$ cat config.mk
export PLATFORM = sky130hd
export DESIGN_NAME = gp_cmd_decoder
export DESIGN_NICKNAME = d
export VERILOG_FILES = /design/src/rtl/gp_cmd_decoder.sv
export SDC_FILE = /design/constraint.sdc
export NUM_CORES = 1
export LEC_CHECK = 0
export BUFFER_PORTS_ARGS = -buffer_cell sky130_fd_sc_hd__buf_4
export CAP_MARGIN = 15
export CORE_MARGIN = 2
export CORE_UTILIZATION = 44
export DETAILED_ROUTE_END_ITERATION = 7
export PLACE_DENSITY = 0.85
export SLEW_MARGIN = 30
export SYNTH_ARGS = -nofsm -noshare
export SYNTH_HDL_FRONTEND = slang
export SYNTH_SLANG_ARGS = --single-unit
$ cat constraint.sdc
create_clock -name clk -period 1.3 [get_ports clk]
set_input_delay 0.13 -clock clk [delete_from_list [all_inputs] [get_ports clk]]
set_output_delay 0.13 -clock clk [all_outputs]
set_load 0.05 [all_outputs]
$ cat src/rtl/gp_cmd_decoder.sv
// ============================================================================
// Module  : gp_cmd_decoder
// Brief   : Decodes the FIFO_GP command stream into FILL/LINE engine requests.
// Revision: 1.0
// ============================================================================
`default_nettype none

module gp_cmd_decoder #(
    parameter int COORD_W = 10,
    parameter int COLOR_W = 24
) (
    input  logic               clk,
    input  logic               rst,
    input  logic               GP_valid,
    input  logic [31:0]        fifo_GP_out,
    input  logic               fifo_stall,
    output logic               GP_stall,
    output logic               GP_interrupt,
    output logic               fill_valid,
    input  logic               fill_ready,
    output logic [COLOR_W-1:0] fill_color,
    output logic               line_valid,
    input  logic               line_ready,
    output logic [COLOR_W-1:0] line_color,
    output logic [COORD_W-1:0] line_x0,
    output logic [COORD_W-1:0] line_y0,
    output logic [COORD_W-1:0] line_x1,
    output logic [COORD_W-1:0] line_y1,
    output logic               gp_busy
);

    typedef enum logic [2:0] {
        S_IDLE      = 3'd0,
        S_DISCARD   = 3'd1,
        S_OPCODE    = 3'd2,
        S_LINE_P0   = 3'd3,
        S_LINE_P1   = 3'd4,
        S_FILL_WAIT = 3'd5,
        S_LINE_WAIT = 3'd6,
        S_STOP      = 3'd7
    } state_e;

    localparam logic [7:0] c_OP_STOP = 8'h00;
    localparam logic [7:0] c_OP_FILL = 8'h01;
    localparam logic [7:0] c_OP_LINE = 8'h02;

    state_e               state_q;
    logic                 fill_valid_q;
    logic                 line_valid_q;
    logic                 irq_q;
    logic [COLOR_W-1:0]   fill_color_q;
    logic [COLOR_W-1:0]   line_color_q;
    logic [COORD_W-1:0]   x0_q, y0_q, x1_q, y1_q;

    logic                 w_fetch;
    logic                 w_beat;
    logic [7:0]           w_opcode;
    logic [COORD_W-1:0]   w_pt_x;
    logic [COORD_W-1:0]   w_pt_y;

    // Fetch states are the only ones that pull words from FIFO_GP.
    assign w_fetch  = (state_q == S_DISCARD) || (state_q == S_OPCODE) ||
                      (state_q == S_LINE_P0) || (state_q == S_LINE_P1);
    assign w_beat   = w_fetch && !fifo_stall;
    assign w_opcode = fifo_GP_out[31:24];
    assign w_pt_x   = fifo_GP_out[16 +: COORD_W];
    assign w_pt_y   = fifo_GP_out[0 +: COORD_W];

    always_ff @(posedge clk) begin
        if (rst) begin
            state_q      <= S_IDLE;
            fill_valid_q <= 1'b0;
            line_valid_q <= 1'b0;
            irq_q        <= 1'b0;
            fill_color_q <= '0;
            line_color_q <= '0;
            x0_q         <= '0;
            y0_q         <= '0;
            x1_q         <= '0;
            y1_q         <= '0;
        end else if (GP_valid) begin
            // A new list aborts whatever is in flight, including a pending request.
            state_q      <= S_DISCARD;
            fill_valid_q <= 1'b0;
            line_valid_q <= 1'b0;
            irq_q        <= 1'b0;
        end else begin
            irq_q <= 1'b0;
            case (state_q)
                S_IDLE: ;
                S_DISCARD: begin
                    if (w_beat) state_q <= S_OPCODE;
                end
                S_OPCODE: begin
                    if (w_beat) begin
                        case (w_opcode)
                            c_OP_FILL: begin
                                fill_color_q <= fifo_GP_out[COLOR_W-1:0];
                                fill_valid_q <= 1'b1;
                                state_q      <= S_FILL_WAIT;
                            end
                            c_OP_LINE: begin
                                line_color_q <= fifo_GP_out[COLOR_W-1:0];
                                state_q      <= S_LINE_P0;
                            end
                            c_OP_STOP: begin
                                irq_q   <= 1'b1;
                                state_q <= S_STOP;
                            end
                            default: ;
                        endcase
                    end
                end
                S_LINE_P0: begin
                    if (w_beat) begin
                        x0_q    <= w_pt_x;
                        y0_q    <= w_pt_y;
                        state_q <= S_LINE_P1;
                    end
                end
                S_LINE_P1: begin
                    if (w_beat) begin
                        x1_q         <= w_pt_x;
                        y1_q         <= w_pt_y;
                        line_valid_q <= 1'b1;
                        state_q      <= S_LINE_WAIT;
                    end
                end
                S_FILL_WAIT: begin
                    if (fill_ready) begin
                        fill_valid_q <= 1'b0;
                        state_q      <= S_OPCODE;
                    end
                end
                S_LINE_WAIT: begin
                    if (line_ready) begin
                        line_valid_q <= 1'b0;
                        state_q      <= S_OPCODE;
                    end
                end
                S_STOP: begin
                    state_q <= S_IDLE;
                end
                default: state_q <= S_IDLE;
            endcase
        end
    end

    assign GP_stall     = !w_fetch;
    assign gp_busy      = (state_q != S_IDLE);
    assign GP_interrupt = irq_q;
    assign fill_valid   = fill_valid_q;
    assign fill_color   = fill_color_q;
    assign line_valid   = line_valid_q;
    assign line_color   = line_color_q;
    assign line_x0      = x0_q;
    assign line_y0      = y0_q;
    assign line_x1      = x1_q;
    assign line_y1      = y1_q;

endmodule

`default_nettype wire

**Word-level counts from Yosys, hierarchy flattened**

Cells that the tools add are included.

- Bitwise logic cells: 3
- Muxes and demuxes: 17
- Equal/unequal tests: 24
- Reductions and logical operators: 22

Operators by type and width:

| cell | count |
|---|---|
| one-hot mux 3 bit (7 select lines) | 1 |
| two-way mux 3 bit | 6 |
| != test 3 bit (second input constant) | 6 |
| AND reduction 8 bit | 2 |
| equality test 3 bit (second input constant) | 4 |
| != test 2 bit (second input constant) | 6 |
| AND reduction 4 bit | 3 |
| one-hot mux 3 bit (3 select lines) | 1 |
| AND reduction 3 bit | 3 |
| equality test 8 x 1 -> 1 bit (second input constant) | 1 |
| equality test 8 x 2 -> 1 bit (second input constant) | 1 |
| logical NOT 8 bit | 1 |
| nonzero test 8 bit | 1 |
| two-way mux 1 bit | 7 |
| nonzero test 7 bit | 1 |
| equality test 3 x 2 -> 1 bit (second input constant) | 2 |
| != test 5 x 2 -> 1 bit (second input constant) | 1 |
| != test 4 x 1 -> 1 bit (second input constant) | 1 |
| one-hot mux 1 bit (2 select lines) | 2 |
| nonzero test 2 bit | 2 |
| OR reduction 4 bit | 1 |
| equality test 3 x 1 -> 1 bit (second input constant) | 1 |
| logical OR 1 bit | 3 |
| NOT 1 bit | 3 |
| other kinds (5) | 6 |

- Bits of input ports: 38
- Output and inout port bits: 93
- Logic and storage cells: 77
- Bits in registers: 94

**Longest topological paths before layout**

Gate-level depths: netlist of run 1.

- Depth after elaboration: 8
- Gate-level depth with buffers: 7
- Gate-level depth less buffers: 4

**Worst setup path after synthesis of run 1**

OpenSTA, ideal clock, no wires.

- Path kind: register to output
- Start: reg state_q[0]
- End: out GP_stall
- Stages on the path, launching flop included: 4
- Slack: -402 ps
- Arrival time: 1572 ps
- Required time: 1170 ps
- Buffers on the path: 1
- Cells stage by stage: dfxtp_1 -> clkbuf_1 -> or3_1 -> nand2_1

- Longest elaborated chain between the ends: 5
- Elaborated cells on any way between the ends: 8
- Classes of those cells: eq/ne (4); reduce/logical (4)

Ends and longest elaborated chain:

| element | line | RTL |
|---|---|---|
| from (decl) | 47 | `state_e state_q;` |
| from (signal assigned) | 71 | `state_q <= S_IDLE;` |
| from (signal assigned) | 83 | `state_q <= S_DISCARD;` |
| from (signal assigned) | 92 | `if (w_beat) state_q <= S_OPCODE;` |
| equality test 3 x 1 -> 1 bit or equality test 3 x 2 -> 1 bit (tied branches) | 62 | `assign w_fetch = (state_q == S_DISCARD) \|\| (state_q == S_OPCODE) \|\|` |
| logical OR 1 bit (2 in series) | 62 |  |
| logical OR 1 bit * | 63 | `(state_q == S_LINE_P0) \|\| (state_q == S_LINE_P1);` |
| logical NOT 1 bit * | 149 | `assign GP_stall = !w_fetch;` |
| to (decl) | 17 | `output logic GP_stall,` |

Every way passes the cells marked *; elsewhere a longest branch is shown, timed or not.

**Final worst setup path of run 1**

- Start: reg state_q[1]
- End: reg fill_color_q[0], in the netlist fill_color[0]

- Longest elaborated chain between the ends: 6
- Elaborated cells on any way between the ends: 9
- Classes of those cells: eq/ne (4); reduce/logical (5)

Ends and longest elaborated chain:

| element | line | RTL |
|---|---|---|
| equality test 3 x 1 -> 1 bit or equality test 3 x 2 -> 1 bit (tied branches) | 62, 89 |  |
| logical OR 1 bit (2 in series) | 62 |  |
| logical OR 1 bit | 63 |  |
| logical AND 1 bit | 64 | `assign w_beat = w_fetch && !fifo_stall;` |
| AND reduction 4 bit (no source line) * | -- |  |
| to (signal assigned) | 98 | `fill_color_q <= fifo_GP_out[COLOR_W-1:0];` |
| to (decl) | 51 | `logic [COLOR_W-1:0] fill_color_q;` |

Marked as above.
A chain may end at the register's enable or synchronous reset.

==> results of run 1 <==
==> through the flow <==
step | cell area (um2) | setup WS, ns | utilization, % | instances
2_1_floorplan | 3606 | -0.01500 | - | 443
3_3_place_gp | 4736 | -0.1177 | 60.66 | 668
3_5_place_dp | 4736 | -0.1783 | 60.66 | 668
4_1_cts | 5151 | -0.2591 | 65.98 | 700
5_1_grt | 5459 | -0.3104 | 69.92 | 709
6_report | 5459 | -0.2774 | 69.92 | 709
==> what timing repair did <==
| action | 4_1_cts | 5_1_grt |
|---|---|---|
| cloned | 5 | 5 |
| endpoints found under the setup margin | 91 | 95 |
| pin swaps | 3 | 36 |
| setup buffers | 11 | 4 |
| resized for setup | 31 | 60 |
==> synth_stat cells, types with 2 or more instances <==
cell type,number,area share (%)
clkbuf_1,17,1.8
or4_4,2,0.63
buf_6,6,1.9
a21oi_2,4,0.98
buf_2,7,0.98
a21oi_1,89,12
nand2_1,180,19
buf_4,2,0.42
nand4_1,3,0.53
nor2_1,6,0.63
dfxtp_1,94,53
o21ai_0,6,0.84
and4_1,2,0.49
nand2b_1,3,0.53
==> layout make-up <==
class,count,area [um2],area share (%)
clock buffer,9,123.9,2.269
clock inverter,7,55.05,1.008
inverter,1,3.754,0.06876
multi-input combinational,318,1699,31.13
sequential,94,1891,34.63
tap,102,127.6,2.338
timing repair buffer,178,1559,28.56
==> worst max-delay path by stage <==
| stage | slack, ns | cells past startpoint | to | start |
|---|---|---|---|---|
| after floorplan | -0.02 | 6 | line_color[18]$_SDFFE_PP0P_ | state_q[2]$_SDFFE_PP0P_ |
| after global placement | -0.12 | 5 | state_q[1]$_SDFFE_PP0P_ | fifo_GP_out[27] |
| after detailed placement | -0.18 | 5 | state_q[2]$_SDFFE_PP0P_ | fifo_GP_out[27] |
| after CTS | -0.26 | 4 | GP_stall | state_q[2]$_SDFFE_PP0P_ |
| after global routing | -0.31 | 8 | fill_color[10]$_SDFFE_PP0P_ | state_q[2]$_SDFFE_PP0P_ |
| final | -0.28 | 6 | fill_color[0]$_SDFFE_PP0P_ | state_q[1]$_SDFFE_PP0P_ |
==> worst min-delay path: cells and delay by family <==
kind	cells	cell delay [ns]
buffers and inverters	1	0.12
and+or+nand+nor	1	0.04
AOI/OAI and AO/OA	1	0.05
==> kinds of logic (layout without fill, tap and decap cells) <==
logic type      count (synthesis)  in the layout  share of synthesized area, %
compound gates                107            107                         16.18
buf+inv                        33            195                         5.192
flops                          94             94                         52.77
simple gates                  209            211                         25.86
==> per-layer routing <==
metal | vias to the layer above | track usage, % | wire length (um)
met5 | - | 0 | 0
met4 | 0 | 9.541 | 255
met3 | 27 | 5.136 | 842
met2 | 181 | 42.80 | 6061
met1 | 1785 | 29.58 | 4969
li1 | 1786 | - | -
==> state kept, by name (all words and copies together), names as in the netlist <==
register and count:
line_color 24, line_y1 10, state_q 3, line_x1 10, fill_color 24, line_valid 1
line_y0 10, line_x0 10, GP_interrupt 1, fill_valid 1
==> cells in the final DEF (no fill, tap or decap), types with 4 or more instances in the layout <==
cell type / netlist / final
buf_4: 2 / 147
nand2_1: 180 / 145
dfxtp_1: 94 / 91
a21oi_1: 89 / 81
nand2_2: 0 / 33
buf_6: 6 / 18
a21oi_2: 4 / 12
clkbuf_8: 0 / 9
nor2_1: 6 / 6
buf_8: 0 / 6
o21ai_0: 6 / 5
or4_4: 2 / 4
==> power breakdown <==
part / internal [uW] / total [uW] / switching, uW / leakage (uW)
Sequential: 2880 / 2890 / 6.15 / 0.000759
Combinational: 157 / 370 / 213 / 0.00131
Clock: 720 / 1810 / 1090 / 0.0000919
Total: 3760 / 5060 / 1310 / 0.00216
==> impl_metrics.env, run 1 <==
export IMPL_clkLatencyLatePin_ns=0.36
export IMPL_slew_headroom_pct=71.05
export IMPL_portBuffers=130
export IMPL_crit_buf_inv=2
export IMPL_path_class="reg2reg"
export IMPL_fmax_mhz=633.9
export IMPL_htree_levels=3
export IMPL_critPathMaxFanout=6
export IMPL_finalSetupViolCount=94
export IMPL_cts_clk_slew_worst_paths_ns=0.10
export IMPL_critPathTopFamily="simple AND/OR/NAND/NOR gates"
export IMPL_reg2regPathDepth=6
export IMPL_hold_depth=3
export IMPL_hold_end="line_color[12]$_SDFFE_PP0P_"
export IMPL_maxCapViolCount=0
export IMPL_fin_total_pwr_uw=5064
export IMPL_clock_sinks=94
export IMPL_rsz0062_at_grt="true"
export IMPL_start_util_pct=45.67
export IMPL_design_core_area_um2=7807
export IMPL_hold_viol_final=0
export IMPL_grt_usage_pct=24.59
export IMPL_vias_per_cell=5.330
export IMPL_pin_count=131
export IMPL_startpoint_type="flop"
export IMPL_dieArea_um2=8841
export IMPL_drtIter0Drc=146
export IMPL_grt_max_degree=78
export IMPL_synth_area_um2=3566
export IMPL_post_route_min_period_ns=1.577
export IMPL_synthArstFlopShare_pct=0
export IMPL_wl_per_cell_um=17.11
export IMPL_power_leakage_uw=0.002157
export IMPL_synthesis_nets=481
export IMPL_dr_pass1_iters=4
export IMPL_root_buffer="clkbuf_8"
export IMPL_ys_warn_count=0
export IMPL_syn_avg_cell_area_um2=8.049
export IMPL_end_kind="flop"
export IMPL_dp_hpwl_um=7345
export IMPL_cts_buffers=9
export IMPL_setup_tns_final_ns=-15.53
export IMPL_place_gp_congestion=0.8585
export IMPL_cp_data_required_time_ns=1.59
export IMPL_drtAntennaViolNets=0
export IMPL_hold_start="fifo_GP_out[12]"
export IMPL_min_path_type="in2reg"
export IMPL_ys_seq_elements=94
export IMPL_grt_antenna_before_repair=0
export IMPL_arrival_ns=1.86
export IMPL_synth_yosys_seq_area_share_pct=52.77
export IMPL_grt_pass1_vias=3569
export IMPL_synth_ff_type="dfxtp_1"
export IMPL_nNetsFinal=640
export IMPL_ir_drop_uv=485.1
export IMPL_status="finished with violations"
export IMPL_crit_path_top_delay_cell="dfxtp_2"
export IMPL_hold_buffers=0
export IMPL_cts_tree="built"
export IMPL_rows=32
export IMPL_synth_cell_types=36
export IMPL_crit_chain="buf_6 > nor3b_4 > and4_4 > buf_8 > nand2_1 > a21oi_1"
export IMPL_violations="negative setup slack"
export IMPL_slew_viol_final=0
export IMPL_antennaDiodeCount=0
export IMPL_hold_ws_ns=0.02138
export IMPL_drc_errors=0
export IMPL_die_y_um=94.03
export IMPL_setup_ws_ns=-0.2774
export IMPL_synthesis_instances=443
export IMPL_critical_path_max_stage_delay_ns=0.37
export IMPL_r2r_start="state_q[1]$_SDFFE_PP0P_"
export IMPL_worst_pin_slew_ns=0.4309
export IMPL_chipWidth_um=94.03
export IMPL_skew_ns=0.01130
export IMPL_synth_edf_count=0
export IMPL_power_density_nw_per_um2=927.6
export IMPL_r2r_end="fill_color[0]$_SDFFE_PP0P_"
export IMPL_globalRoute_totalOverflow=0
export IMPL_regToRegSetupSlack_ns=-0.28
export IMPL_grt_pass1_wl_um=17060
export IMPL_area_growth_pct=53.09
export IMPL_routed_wl_um=12130
export IMPL_clockBufferDepth=2
export IMPL_layout_worst_path_cycle_share_pct=121.3
export IMPL_drive_gt1_share_pct=43.16
export IMPL_fillers=620
export IMPL_vias=3779
(Power assumes the default switching activity.)
==> inputs of run 2 (changes only) <==
--- a/config.mk
+++ b/config.mk
@@ -9,8 +9,9 @@
 export CAP_MARGIN = 15
 export CORE_MARGIN = 2
 export CORE_UTILIZATION = 44
+export CTS_BUF_LIST = sky130_fd_sc_hd__clkbuf_8 sky130_fd_sc_hd__clkbuf_16
 export DETAILED_ROUTE_END_ITERATION = 7
-export PLACE_DENSITY = 0.85
+export PLACE_DENSITY_LB_ADDON = 0.25
 export SLEW_MARGIN = 30
 export SYNTH_ARGS = -nofsm -noshare
 export SYNTH_HDL_FRONTEND = slang
==> run 2 against run 1 <==
  * The run still ends with negative setup slack left
  * Register-to-register slack got worse by 0.03 ns
  * Non-clock buffer count grew 9
  * Clock power grew 6%
  * First-iteration DRC count up 49%
  * Clock-buffer cell count is the same
  * Sequential share of layout area fell by 1.9 points
  * Final cell count rose by 1.4%
  * Critical endpoint is now line_color[0]$_SDFFE_PP0P_
  * Largest cell class is now multi-input combinational cells
  * Largest power group unchanged
  * Highest routed layer unchanged
==> impl_metrics.env, run 2 (same netlist as run 1, synthesis figures left out) <==
export IMPL_status="finished with violations"
export IMPL_violations="negative setup slack"
export IMPL_root_buffer="clkbuf_8"
export IMPL_finalSetupViolCount=92
export IMPL_globalRoute_totalOverflow=0
export IMPL_chipWidth_um=94.03
export IMPL_grt_pass1_wl_um=17380
export IMPL_area_growth_pct=62.00
export IMPL_crit_start="state_q[2]$_SDFFE_PP0P_"
export IMPL_end_kind="flop"
export IMPL_dr_pass1_iters=4
export IMPL_dpl_cell_area_um2=4751
export IMPL_clockBufferDepth=2
export IMPL_cts_buffers=9
export IMPL_slew_headroom_pct=69.09
export IMPL_clock_sinks=94
export IMPL_r2r_start="state_q[2]$_SDFFE_PP0P_"
export IMPL_crit_buf_inv=3
export IMPL_cts_clk_slew_worst_paths_ns=0.09
export IMPL_layout_commonest_cell="buf_4"
export IMPL_grt_antenna_before_repair=0
export IMPL_cts_tree="built"
export IMPL_drtIter0Drc=217
export IMPL_drtAntennaViolNets=0
export IMPL_antennaDiodeCount=0
export IMPL_die_y_um=94.03
export IMPL_slew_viol_final=0
export IMPL_hold_ws_ns=0.01125
export IMPL_portBuffers=130
export IMPL_power_density_nw_per_um2=900.6
export IMPL_dp_hpwl_um=6953
export IMPL_skew_ns=0.008387
export IMPL_rows=32
export IMPL_maxCapViolCount=0
export IMPL_final_cell_mix="buf_4 (147), nand2_1 (131), dfxtp_1 (91)"
export IMPL_vias=3862
export IMPL_critPathTopFamily="simple AND/OR/NAND/NOR gates"
export IMPL_setup_ws_ns=-0.3092
export IMPL_grt_max_degree=37
export IMPL_critical_path_max_stage_delay_ns=0.36
export IMPL_fillers=576
export IMPL_wl_per_cell_um=17.32
export IMPL_clkLatencyLatePin_ns=0.37
export IMPL_crit_path_frequent_cell="buf_6"
export IMPL_post_route_min_period_ns=1.609
export IMPL_start_util_pct=45.67
export IMPL_nNetsFinal=650
export IMPL_dieArea_um2=8841
export IMPL_path_class="reg2reg"
export IMPL_vias_per_cell=5.371
export IMPL_hold_start="fifo_GP_out[11]"
export IMPL_arrival_ns=1.91
export IMPL_routed_wl_um=12450
export IMPL_drc_errors=0
export IMPL_rsz0062_at_grt="true"
export IMPL_pin_count=131
export IMPL_pre_cts_ws_ns=-0.1544
export IMPL_htree_levels=3
export IMPL_cp_data_required_time_ns=1.60
export IMPL_fin_area_um2=5777
export IMPL_design_core_area_um2=7807
export IMPL_hold_viol_final=0
export IMPL_fmax_mhz=621.4
export IMPL_crit_path_top_delay_cell="dfxtp_4"
export IMPL_min_path_type="in2reg"
export IMPL_worst_pin_slew_ns=0.4598
export IMPL_ir_drop_uv=549.8
export IMPL_crit_chain="buf_6 > nor3b_4 > buf_6 > and4_4 > buf_12 > nand2_1 > a21oi_2"
export IMPL_startpoint_type="flop"
export IMPL_drive_gt1_share_pct=50.41
export IMPL_place_gp_congestion=0.8661
export IMPL_grt_pass1_vias=3421
export IMPL_layout_worst_path_cycle_share_pct=123.8
export IMPL_grt_usage_pct=25.71
export IMPL_power_leakage_uw=0.002328
export IMPL_critPathMaxFanout=6
[run 2: layer usage]
metal  global-route usage [%]  wire (um)  vias up  share of wire (%)
li1                         -          -     1814                  -
met1                    33.08       5001     1856                 40
met2                    42.68       6132      171                 49
met3                    6.421       1058       21                8.5
met4                    7.488        258        0                2.1
met5                        0          0        -                  0
[run 2: tightest hold or removal path: stages]
cell	delay (ns)
buf_4	0.11
nand2_1	0.04
a21oi_1	0.05
[run 2: timing repair]
action	CTS	global route
setup buffers	13	10
gates resized for setup	48	108
setup endpoints to repair	92	94
hold buffers	0	2
endpoints found under the hold margin	0	3
pin swaps	26	90
gates cloned	9	4
[run 2: cell type report]
cell class	instances	area, um2	area share, %
tap	102	127.6	2.209
timing repair buffer	187	1653	28.61
clock buffer	9	123.9	2.144
inverter	1	3.754	0.06498
sequential	94	1891	32.73
multi-input combinational	319	1912	33.10
clock inverter	7	66.31	1.148
[run 2: per-stage QoR]
stage	TNS, ns	cells	power [uW]	util (%)
3_5_place_dp	-8.810	670	3269	60.85
6_report	-16.53	719	5203	73.99
4_1_cts	-12.40	708	5149	67.98
2_1_floorplan	-0.02413	443	3077	-
3_3_place_gp	-5.897	670	3266	60.85
5_1_grt	-21.30	719	5359	73.99
[run 2: worst paths after layout]
kind                                 endpoint  slack, ns  cells after the start
setup reg to reg   line_color[0]$_SDFFE_PP0P_      -0.31                      7
hold reg to reg   line_color[12]$_SDFFE_PP0P_       0.46                      2
hold / removal    line_color[11]$_SDFFE_PP0P_       0.01                      3
setup / recovery   line_color[0]$_SDFFE_PP0P_      -0.31                      7
[run 2: where the power goes]
| group | total, uW | internal (uW) | switching, uW |
|---|---|---|---|
| Combinational | 406 | 166 | 240 |
| Sequential | 2880 | 2880 | 4.38 |
| Clock | 1910 | 879 | 1040 |
| Total | 5200 | 3920 | 1280 |
==> inputs of run 3 (changes only) <==
--- a/config.mk
+++ b/config.mk
@@ -11,6 +11,7 @@
 export CORE_UTILIZATION = 44
 export CTS_BUF_LIST = sky130_fd_sc_hd__clkbuf_8 sky130_fd_sc_hd__clkbuf_16
 export DETAILED_ROUTE_END_ITERATION = 7
+export MAX_ROUTING_LAYER = met4
 export PLACE_DENSITY_LB_ADDON = 0.25
 export SLEW_MARGIN = 30
 export SYNTH_ARGS = -nofsm -noshare
==> run 3 against run 2 <==
  * First-iteration DRC count shrank 15%
  * Sequential power about the same
  * Clock skew decreased by 0.00084 ns
  * Critical path type unchanged
  * Flip-flop and latch count unchanged
  * Fmax increased by 2.1%
  * Design area is 1.9% higher
  * Highest routed layer unchanged
  * The run still ends with negative setup slack left
==> impl_metrics.env, run 3 (same netlist as run 1, synthesis figures left out) <==
export IMPL_ir_drop_uv=573.2
export IMPL_die_y_um=94.03
export IMPL_grt_max_degree=37
export IMPL_root_buffer="clkbuf_8"
export IMPL_grtUsageMet2_pct=42.68
export IMPL_arrival_ns=1.87
export IMPL_worst_pin_slew_ns=0.5337
export IMPL_rows=32
export IMPL_nNetsFinal=649
export IMPL_startpoint_type="flop"
export IMPL_maxCapViolCount=0
export IMPL_portBuffers=130
export IMPL_setup_tns_final_ns=-16.50
export IMPL_regToRegSetupSlack_ns=-0.28
export IMPL_design_core_area_um2=7807
export IMPL_hold_start="fifo_GP_out[12]"
export IMPL_area_growth_pct=65.05
export IMPL_cts_clk_slew_worst_paths_ns=0.09
export IMPL_globalRoute_totalOverflow=0
export IMPL_layout_commonest_cell="buf_4"
export IMPL_met1_usage_pct=33.23
export IMPL_slew_viol_final=0
export IMPL_power_leakage_uw=0.002387
export IMPL_dpl_cell_area_um2=4751
export IMPL_crit_chain="buf_6 > nor3b_4 > buf_6 > and4_4 > clkbuf_16 > nand2_1 > a21oi_1"
export IMPL_pre_cts_ws_ns=-0.1544
export IMPL_post_route_util_pct=75.38
export IMPL_pin_count=131
export IMPL_cp_data_required_time_ns=1.60
export IMPL_skew_ns=0.007545
export IMPL_slew_headroom_pct=64.42
export IMPL_drtIter0Drc=184
export IMPL_setup_ws_ns=-0.2761
export IMPL_chipWidth_um=94.03
export IMPL_drc_errors=0
export IMPL_wl_per_cell_um=17.67
export IMPL_vias_per_cell=5.329
export IMPL_grt_pass1_wl_um=17370
export IMPL_r2r_start="state_q[2]$_SDFFE_PP0P_"
export IMPL_rsz0062_at_grt="true"
export IMPL_hold_end="fill_color[12]$_SDFFE_PP0P_"
export IMPL_critical_path_max_stage_delay_ns=0.36
export IMPL_dr_pass1_iters=4
export IMPL_drtAntennaViolNets=0
export IMPL_place_gp_congestion=0.8802
export IMPL_critPathTopFamily="simple AND/OR/NAND/NOR gates"
export IMPL_status="finished with violations"
export IMPL_grt_antenna_before_repair=0
export IMPL_fin_area_um2=5886
export IMPL_crit_path_top_delay_cell="dfxtp_4"
export IMPL_layout_worst_path_cycle_share_pct=121.2
export IMPL_cts_tree="built"
export IMPL_routed_wl_um=12690
export IMPL_fillers=544
export IMPL_fmax_mhz=634.5
export IMPL_end_kind="flop"
export IMPL_clockBufferDepth=2
export IMPL_drive_gt1_share_pct=55.03
export IMPL_htree_levels=3
export IMPL_grt_met3_usage_pct=5.859
export IMPL_min_path_type="in2reg"
export IMPL_path_class="reg2reg"
export IMPL_post_route_min_period_ns=1.576
export IMPL_crit_buf_inv=3
export IMPL_r2r_end="line_color[1]$_SDFFE_PP0P_"
export IMPL_antennaDiodeCount=0
export IMPL_vias=3826
export IMPL_dp_hpwl_um=6953
export IMPL_final_cell_mix="buf_4 (147), nand2_1 (118), dfxtp_1 (91)"
export IMPL_start_util_pct=45.67
export IMPL_grt_pass1_vias=3403
export IMPL_grt_usage_pct=26.45
export IMPL_dieArea_um2=8841
export IMPL_clock_sinks=94
export IMPL_critPathMaxFanout=6
export IMPL_hold_depth=3
export IMPL_clkLatencyLatePin_ns=0.37
export IMPL_cts_buffers=9
export IMPL_grt_busiest_layer="met2"
export IMPL_hold_viol_final=0
export IMPL_reg2regPathDepth=7
export IMPL_power_density_nw_per_um2=887.8
export IMPL_finalSetupViolCount=92
export IMPL_violations="negative setup slack"
export IMPL_crit_path_frequent_cell="buf_6"
run 3: cell count changes in the layout (fill, tap and decap cells not counted):
cell	previous run	this run
nand2_2	36	42
a21oi_1	56	40
a21oi_2	37	53
nand2_1	131	118
nand2_4	13	20
buf_6	27	26
buf_16	2	1
buf_12	3	4
run 3: worst min-delay path, stage by stage:
cell	delay, ns
buf_4	0.11
nand2_1	0.05
a21oi_1	0.05
run 3: timing repair:
action,4_1_cts,5_1_grt
pin swaps,26,111
gates resized for setup,48,146
hold buffers,0,2
hold endpoints to repair,0,3
buffers inserted,13,10
endpoints found under the setup margin,92,94
gates cloned,9,4
run 3: per-stage QoR:
stage | std cells | total power, uW | hold slack (ns)
2_1_floorplan | 443 | 3077 | 0.2637
3_3_place_gp | 670 | 3266 | 0.3932
3_5_place_dp | 670 | 3269 | 0.3988
4_1_cts | 708 | 5149 | 0.006231
5_1_grt | 718 | 5383 | 0.003012
6_report | 718 | 5225 | 0.01631
run 3: worst max-delay path by stage:
stage | from | to | slack, ns | cells past startpoint
final | state_q[2]$_SDFFE_PP0P_ | line_color[1]$_SDFFE_PP0P_ | -0.28 | 7
after global routing | state_q[1]$_SDFFE_PP0P_ | line_color[3]$_SDFFE_PP0P_ | -0.33 | 7
after CTS | state_q[2]$_SDFFE_PP0P_ | GP_stall | -0.27 | 4
after detailed placement | fifo_GP_out[27] | fill_color[7]$_SDFFE_PP0P_ | -0.15 | 6
after global placement | fifo_GP_out[27] | state_q[1]$_SDFFE_PP0P_ | -0.11 | 5
after floorplan | state_q[2]$_SDFFE_PP0P_ | line_color[18]$_SDFFE_PP0P_ | -0.02 | 6
run 3: metal layers:
layer / vias up / share of wire (%)
met2: 159 / 51
met4: 0 / 1.6
met1: 1839 / 41
li1: 1807 / -
met5: - / 0
met3: 21 / 7.1
run 3: layout make-up:
| type | instances | area, um2 | area share (%) |
|---|---|---|---|
| Multi-Input combinational cell | 319 | 2039 | 34.65 |
| Sequential cell | 94 | 1891 | 32.12 |
| Timing Repair Buffer | 186 | 1634 | 27.76 |
| Tap cell | 102 | 127.6 | 2.168 |
| Clock buffer | 9 | 123.9 | 2.105 |
| Clock inverter | 7 | 66.31 | 1.127 |
| Inverter | 1 | 3.754 | 0.06378 |
run 3: power by group:
| group | internal (uW) | switching, uW | leakage, uW |
|---|---|---|---|
| clock | 879 | 1040 | 0.0000982 |
| sequential | 2880 | 4.27 | 0.000759 |
| combinational | 166 | 254 | 0.00153 |
